===== src/rtl/phy_rx_frame_decode.sv =====
// Recovers bit phase from an oversampled RX line (4 samples/bit, 8 samples per strobe)
// and deframes start/data/stop serial frames into bytes with valid and framing-error pulses.
module phy_rx_frame_decode #(
  parameter int DATA_BITS = 8,
  parameter bit RESYNC_EN = 1'b1
) (
  input  logic       clk_40mhz,
  input  logic       reset_n,
  input  logic       in_ready,
  input  logic [7:0] RX_sampled,
  output logic [7:0] data_out,
  output logic       data_valid,
  output logic       frame_err,
  output logic       busy,
  output logic [1:0] phase_dbg
);

  typedef enum logic [1:0] {S_IDLE, S_DATA, S_STOP, S_BREAK} state_t;

  state_t     r_state;
  logic [3:0] r_bit_cnt;
  logic [7:0] r_shift;
  logic [1:0] r_phase;
  logic       r_last;

  logic [8:0] w_s;
  logic [3:0] w_edge_k;
  logic       w_edge_found;
  logic [3:0] w_idx0;
  logic [3:0] w_idx1;
  logic       w_b0;
  logic       w_b1;
  state_t     w_state_mid;
  state_t     w_state_nxt;
  logic [3:0] w_cnt_mid;
  logic [3:0] w_cnt_nxt;
  logic [7:0] w_sh_mid;
  logic [7:0] w_sh_nxt;
  logic       w_vld0;
  logic       w_vld1;
  logic       w_err0;
  logic       w_err1;

  // One bit through the frame FSM; called twice per strobe so b0 and b1 chain.
  function automatic void frame_step(
    input  state_t     st,
    input  logic [3:0] cnt,
    input  logic [7:0] sh,
    input  logic       b,
    output state_t     st_n,
    output logic [3:0] cnt_n,
    output logic [7:0] sh_n,
    output logic       vld,
    output logic       err
  );
    st_n  = st;
    cnt_n = cnt;
    sh_n  = sh;
    vld   = 1'b0;
    err   = 1'b0;
    case (st)
      S_IDLE: begin
        if (!b) begin
          st_n  = S_DATA;
          cnt_n = 4'd0;
          sh_n  = 8'd0;
        end
      end
      S_DATA: begin
        sh_n[cnt[2:0]] = b;
        cnt_n = cnt + 4'd1;
        if (cnt_n == 4'(DATA_BITS)) st_n = S_STOP;
      end
      S_STOP: begin
        if (b) begin
          vld  = 1'b1;
          st_n = S_IDLE;
        end else begin
          err  = 1'b1;
          st_n = S_BREAK;
        end
      end
      default: begin
        if (b) st_n = S_IDLE;
      end
    endcase
  endfunction

  always_comb begin
    w_s[0] = r_last;
    for (int i = 1; i <= 8; i++) w_s[i] = RX_sampled[8-i];
  end

  // Descending scan so the lowest edge index wins.
  always_comb begin
    w_edge_k     = 4'd0;
    w_edge_found = 1'b0;
    for (int k = 8; k >= 1; k--) begin
      if (w_s[k] != w_s[k-1]) begin
        w_edge_k     = 4'(k);
        w_edge_found = 1'b1;
      end
    end
  end

  assign w_idx0 = {2'b00, r_phase} + 4'd1;
  assign w_idx1 = {2'b00, r_phase} + 4'd5;
  assign w_b0   = w_s[w_idx0];
  assign w_b1   = w_s[w_idx1];

  always_comb begin
    frame_step(r_state, r_bit_cnt, r_shift, w_b0,
               w_state_mid, w_cnt_mid, w_sh_mid, w_vld0, w_err0);
    frame_step(w_state_mid, w_cnt_mid, w_sh_mid, w_b1,
               w_state_nxt, w_cnt_nxt, w_sh_nxt, w_vld1, w_err1);
  end

  always_ff @(posedge clk_40mhz or negedge reset_n) begin
    if (!reset_n) begin
      r_state    <= S_IDLE;
      r_bit_cnt  <= 4'd0;
      r_shift    <= 8'd0;
      r_phase    <= 2'd2;
      r_last     <= 1'b1;
      data_out   <= 8'd0;
      data_valid <= 1'b0;
      frame_err  <= 1'b0;
      busy       <= 1'b0;
    end else begin
      data_valid <= 1'b0;
      frame_err  <= 1'b0;
      if (in_ready) begin
        r_last    <= w_s[8];
        r_state   <= w_state_nxt;
        r_bit_cnt <= w_cnt_nxt;
        r_shift   <= w_sh_nxt;
        busy      <= (w_state_nxt == S_DATA) || (w_state_nxt == S_STOP);
        if (w_edge_found && (RESYNC_EN || r_state == S_IDLE))
          r_phase <= w_edge_k[1:0] + 2'd1;
        // A stop bit only passes through STOP, which leaves the shift intact,
        // so the mid-strobe shift holds the byte whichever bit completed it.
        if (w_vld0 || w_vld1) begin
          data_out   <= w_sh_mid;
          data_valid <= 1'b1;
        end
        frame_err <= w_err0 | w_err1;
      end
    end
  end

  assign phase_dbg = r_phase;

endmodule


===== config.mk =====
export PLATFORM = sky130hd
export DESIGN_NAME = phy_rx_frame_decode
export DESIGN_NICKNAME = d
export VERILOG_FILES = /design/src/rtl/phy_rx_frame_decode.sv
export SDC_FILE = /design/constraint.sdc
export NUM_CORES = 1
export LEC_CHECK = 0
export BUFFER_PORTS_ARGS = -buffer_cell sky130_fd_sc_hd__buf_2
export CAP_MARGIN = 25
export CORE_MARGIN = 2
export CORE_UTILIZATION = 50
export CTS_CLUSTER_SIZE = 30
export DETAILED_ROUTE_END_ITERATION = 12
export GPL_ROUTABILITY_DRIVEN = 0
export PLACE_DENSITY = 0.73
export RECOVER_POWER = 100
export SYNTH_ARGS = -nofsm -noshare
export SYNTH_HDL_FRONTEND = slang
export SYNTH_SLANG_ARGS = --single-unit

===== constraint.sdc =====
create_clock -name clk_40mhz -period 3.5 [get_ports clk_40mhz]
set_input_delay 0.7 -clock clk_40mhz [delete_from_list [all_inputs] [get_ports clk_40mhz]]
set_output_delay 0.7 -clock clk_40mhz [all_outputs]
set_load 0.03 [all_outputs]

==> results of run 1 <==
## flip-flops by register name (all words and copies together) (netlist names)
signal,flops
frame_err,1
r_state,2
r_last,1
data_valid,1
busy,1
data_out,8
phase_dbg,2
r_bit_cnt,4
r_shift,8
## logic make-up (layout without fill, tap and decap cells)
| family | after synthesis | in the layout | synth area share |
|---|---|---|---|
| multiplexers | 15 | 15 | 0.07558 |
| buffers and inverters | 26 | 38 | 0.05258 |
| adder cells (fa/ha/maj) | 3 | 3 | 0.01643 |
| flip-flops | 28 | 28 | 0.3078 |
| XOR/XNOR | 2 | 2 | 0.007668 |
| AND/OR/NAND/NOR | 111 | 111 | 0.2497 |
| AO/OA/AOI/OAI | 93 | 93 | 0.2903 |
## worst max path at each step
stage / from / to
floorplan: phase_dbg[1] / r_bit_cnt[1]
global placement: phase_dbg[0] / r_bit_cnt[1]
detailed placement: phase_dbg[0] / r_bit_cnt[1]
CTS: phase_dbg[0] / r_bit_cnt[1]
global route: phase_dbg[0] / r_bit_cnt[2]
finish: phase_dbg[0] / data_out[5]
## stage by stage
stage / worst slack [ns] / cells / hold slack, ns / total power, uW / area [sq um]
2_1_floorplan: 0.8526 / 278 / 0.4044 / 1384 / 2285
3_3_place_gp: 0.7004 / 339 / 0.4696 / 1634 / 2397
3_5_place_dp: 0.6172 / 339 / 0.4752 / 1640 / 2397
4_1_cts: 0.6021 / 342 / 0.4579 / 1824 / 2439
5_1_grt: 0.3153 / 342 / 0.5178 / 1943 / 2396
6_report: 0.5444 / 342 / 0.4858 / 1804 / 2396
## per-layer routing
metal  routed length (um)  global-route usage  vias up
met5                    0                   0        -
met4                   97             0.07547        0
met3                  476             0.04079       14
met2                 2547              0.3416      109
met1                 2603              0.3429     1055
li1                     -                   -     1076
## area by class of cell
cell class                      count  area (sq um)
Clock buffer                        3         41.29
Fill cell                         410          1988
Inverter                           10         37.54
Multi-Input combinational cell    224          1438
Sequential cell                    28         703.2
Tap cell                           52         65.06
Timing Repair Buffer               25         111.4
## worst max-delay path: stages (launching register included)
cell and delay, ns:
dfrtp_1 0.52, ha_1 0.53, mux2i_1 0.20, a22oi_4 0.32, nand2_1 0.24, o22ai_1 0.32
nand2_1 0.30, mux2_2 0.41
## layout by cell type (no fill, tap or decap), types with 3 or more instances in the layout
cell,synthesis,layout
nor2_1,30,30
nand2b_1,5,5
a21oi_1,22,22
buf_2,6,8
a31oi_1,7,7
and2_1,3,3
nand2_1,19,21
nor2b_1,5,5
mux2_2,8,8
nand4_1,5,5
o211ai_1,7,7
a32oi_1,2,3
or3_1,3,3
clkbuf_8,0,3
dfrtp_1,26,26
nor3_1,9,9
o22ai_1,2,3
mux2i_1,6,6
clkbuf_1,7,15
o21ai_0,18,20
nand3_1,11,12
ha_1,3,3
inv_1,10,10
## power by group
part | switching, uW | internal, uW | total [uW]
Clock | 97.3 | 77.4 | 175
Sequential | 141 | 441 | 582
Combinational | 663 | 384 | 1050
==> impl_results.md, run 1 <==
* Dpl hpwl at 4111 um
* Final Hold Vio Count at 0
* Fin crit share at 0.8445
* Clk slew on worst S/H paths at 0.09 ns
* Peak Freq at 338.3 MHz
* Drt drc at 0
* Synth-to-Final Area Change at 4.874%
* Commonest cells post-synth: 30 x nor2_1, 26 x dfrtp_1, 22 x a21oi_1
* Main synth FF type: dfrtp_1
* N_diodes at 0
* Via total after detailed routing at 2254
* CTS tree: yes
* Die W at 71.60 um
* Final Setup Violations at 0
* Seq cells post-synth at 28
* Slew HR at -0.02322
* Final Util at 0.5465
* Maxcap violations at 1
* WS Path Type: register to register
* Die Height at 71.60 um
* Post-CTS Hold Buffers at 0
* Maximum VDD drop at 0.3959 mV
* Static Leakage at 0.001006 uW
* Top-count cell post-synth: nor2_1
* Fin nets at 306
* Row cnt at 24
* Io pins at 24
* RSZ-0062 raised after global routing: no
* Final TNS setup at 0 ns
* Reg2Reg Capture Point: data_out[5]
* TritonRoute pass-1 iters at 4
* Post-Syn Nets at 292
* Tmin final at 2.956 ns
* Initial Util at 0.5211
* Sink Count at 28
* CTS H-tree lvls at 1
* Clock Skews at 0.002835 ns
* CTS Buffer Depth at 2
* Leading area contributor after synthesis: dfrtp_1
* Worst EP arrival at 3.12 ns
* Seq/Total Area, Yosys at 0.3078
* Failing checks: max-capacitance violations, max-slew violations
* Worst-Margin Slew at 1.535 ns
* Post-synth ARST share at 1.000
* WHS Path Cells at 2
* Share of the synthesized area in the top cell type at 0.2848
* Final wirelength at 5724 um
* Core ar. at 4384 sq um
* Post-route ant nets at 0
* Total GRT Usage at 0.2311
* R2r setup slk at 0.54 ns
* Yosys warning total at 0
* Min-Delay Endpoint: phase_dbg[1]
* Resized Gates After CTS at 0
* Vias in the first global route at 1994
* Worst-Skew Late Latency at 0.27 ns
* DR WL/cell at 16.74 um
* EDFF count, synth at 0
* R2R Path Start: phase_dbg[0]
* Layout cells sized above 1 at 0.1172
* Status: complete, but fails checks
* Maximum fanout along the worst path at 14
* Root Driver: clkbuf_8
* Port bufs at 23
* Hold Crit Start: phase_dbg[1]
* Hold Path Class: register to register
* Yosys cell types at 70
* Setup bufs post-CTS at 0
* GRT overflow at 0
* Cell Pwr Density at 752.9 nW/um^2
* Startpoint Class: register
* CP required at 3.67 ns
* Syn Inst Count at 278
* Syn Area/Cell at 8.218 sq um
* Initial antenna violation count at 0
* Slew Limit Fails at 29
* First-pass GRT wire length at 9556 um
* Num CTS Buffers at 3
* R2r worst-path depth at 7
* Largest cells by area after synthesis: dfrtp_1 28%, nor2_1 4.9%, a21oi_1 4.8%
* Via density at 6.591
* Crit end category: register
* Initial drt markers at 294
* Pin count of the biggest net entering global routing at 29
* Syn Std Cell Area at 2285 sq um
* Die area at 5126 sq um
No activity file was read; power rests on OpenSTA's default activity.
==> run 2, diff against run 1 <==
==> constraint.sdc (replaced) <==
create_clock -name clk_40mhz -period 2.9 [get_ports clk_40mhz]
set_input_delay 0.58 -clock clk_40mhz [delete_from_list [all_inputs] [get_ports clk_40mhz]]
set_output_delay 0.58 -clock clk_40mhz [all_outputs]
set_load 0.03 [all_outputs]
==> impl_results.md, run 2 (synthesis gave the netlist of run 1 again) <==
* Min-Delay Endpoint: phase_dbg[1]
* Hold Path Class: register to register
* Reg2Reg Capture Point: r_shift[7]
* Final TNS setup at 0 ns (unchanged)
* Failing checks: max-capacitance violations, max-slew violations
* Maximum VDD drop at 0.6170 mV (+56%)
* Cell Pwr Density at 940.7 nW/um^2 (+25%)
* CTS Buffer Depth at 2 (unchanged)
* Final Setup Violations at 0 (unchanged)
* Clock Skews at 0.002240 ns (-0.0005949 ns)
* Final Util at 0.5688 (+0.02226)
* Commonest non-fill, non-tap cell in the layout: nor2_1
* R2r setup slk at 0.21 ns (-0.33 ns)
* Slew Limit Fails at 29 (unchanged)
* Synth-to-Final Area Change at 9.146%
* Startpoint Class: register
* Sink Count at 28 (unchanged)
* Total GRT Usage at 0.2555 (+0.02433)
* Initial drt markers at 271 (-7.8%)
* CTS H-tree lvls at 1 (unchanged)
* Fin nets at 314 (+2.6%)
* N_diodes at 0 (unchanged)
* Fin crit share at 0.9270 (+0.08250)
* Maxcap violations at 1 (unchanged)
* Post-CTS Hold Buffers at 0 (unchanged)
* WHS Path Cells at 2 (unchanged)
* Worst-Skew Late Latency at 0.28 ns (about the same)
* Initial antenna violation count at 0 (unchanged)
* Commonest cells after routing, fill and taps aside: 30 x nor2_1, 26 x dfrtp_1, 22 x a21oi_1
* Via density at 6.641 (+0.76%)
* Layout cells sized above 1 at 0.1505 (+0.03326)
* Static Leakage at 0.001056 uW (+5.0%)
* Worst slack at placement at 0.2978 ns (-0.3194 ns)
* Crit end category: register
* Hold Crit Start: phase_dbg[1]
* Dpl hpwl at 4386 um (+6.7%)
* Post-route ant nets at 0 (unchanged)
* Final Hold Vio Count at 0 (unchanged)
* Pin count of the biggest net entering global routing at 29 (unchanged)
* CP required at 3.00 ns (-0.67 ns)
* Vias in the first global route at 2188 (+9.7%)
* Status: complete, but fails checks
* Row cnt at 24 (unchanged)
* R2r worst-path depth at 8 (+1)
* RSZ-0062 raised after global routing: no
* CTS tree: yes
* Num CTS Buffers at 3 (unchanged)
* TritonRoute pass-1 iters at 5 (+1)
* Initial Util at 0.5211 (unchanged)
* Root Driver: clkbuf_8
* R2R Path Start: phase_dbg[1]
* Setup bufs post-CTS at 0 (unchanged)
* Port bufs at 23 (unchanged)
* Core ar. at 4384 sq um (unchanged)
* Resized Gates After CTS at 0 (unchanged)
* Clk slew on worst S/H paths at 0.10 ns (about the same)
* Drt drc at 0 (unchanged)
* DR WL/cell at 17.39 um (+3.9%)
* Final wirelength at 6103 um (+6.6%)
* Io pins at 24 (unchanged)
* Worst-Margin Slew at 1.540 ns (+0.005630 ns)
* Final setup margin at 0.2118 ns (-0.3326 ns)
* Slew HR at -0.02698 (-0.003753)
* First-pass GRT wire length at 10510 um (+10%)
* Die W at 71.60 um (unchanged)
* Tmin final at 2.688 ns (-0.2674 ns)
* Via total after detailed routing at 2331 (+3.4%)
* Worst EP arrival at 2.79 ns (-0.33 ns)
* Maximum fanout along the worst path at 10 (-4)
* Die Height at 71.60 um (unchanged)
* GRT overflow at 0 (unchanged)
* Largest registers: data_out x8, r_shift x8, r_bit_cnt x4
* Peak Freq at 372.0 MHz (+9.9%)
* WS Path Type: register to register
* Die area at 5126 sq um (unchanged)
## run 2: cell types whose count changed in the layout (fill, tap and decap cells not counted), sizes merged
cell / change
buf: +7
bufinv: +1
clkbuf: +1
## run 2: stage by stage
| step | power [uW] | cell area, sq um | hold WS, ns | cells |
|---|---|---|---|---|
| 2_1_floorplan | 1671 | 2285 | 0.2844 | 278 |
| 3_3_place_gp | 2008 | 2457 | 0.4735 | 347 |
| 3_5_place_dp | 2024 | 2457 | 0.4820 | 347 |
| 4_1_cts | 2350 | 2529 | 0.3288 | 351 |
| 5_1_grt | 2518 | 2494 | 0.5297 | 351 |
| 6_report | 2346 | 2494 | 0.5091 | 351 |
## run 2: final cells by class
cell class | count | area, sq um
fill | 417 | 1891
multi-input combinational | 224 | 1449
sequential | 28 | 703.2
timing repair buffer | 33 | 167.7
tap | 52 | 65.06
clock buffer | 3 | 41.29
inverter | 10 | 37.54
clock inverter | 1 | 30.03
## run 2: worst max-delay path, stage by stage, from the launching register on
cell	delay, ns
dfstp_1	0.55
ha_1	0.34
mux2i_1	0.21
a22oi_4	0.35
a31o_2	0.22
buf_4	0.15
nand3_1	0.30
o211ai_1	0.24
a31oi_1	0.13
## run 2: power breakdown
| part | switching [uW] | total [uW] | leakage [uW] | internal [uW] |
|---|---|---|---|---|
| Combinational | 881 | 1380 | 0.000680 | 495 |
| Clock | 129 | 314 | 0.0000357 | 185 |
| Sequential | 123 | 655 | 0.000341 | 533 |
## run 2: how the worst max path moves through the flow
stage / start / end / depth (start not counted)
after floorplan: phase_dbg[1] / r_bit_cnt[1] / 9
after global placement: phase_dbg[1] / r_bit_cnt[1] / 9
after detailed placement: phase_dbg[1] / r_bit_cnt[1] / 9
after CTS: phase_dbg[1] / r_bit_cnt[1] / 9
after global routing: phase_dbg[1] / r_bit_cnt[3] / 8
final: phase_dbg[1] / r_shift[7] / 8
## run 2: layer usage
layer / GRT usage / vias up / share of wire
li1: - / 1093 / -
met1: 0.3718 / 1082 / 0.44
met2: 0.3940 / 147 / 0.44
met3: 0.03516 / 9 / 0.10
met4: 0.07966 / 0 / 0.012
met5: 0 / - / 0
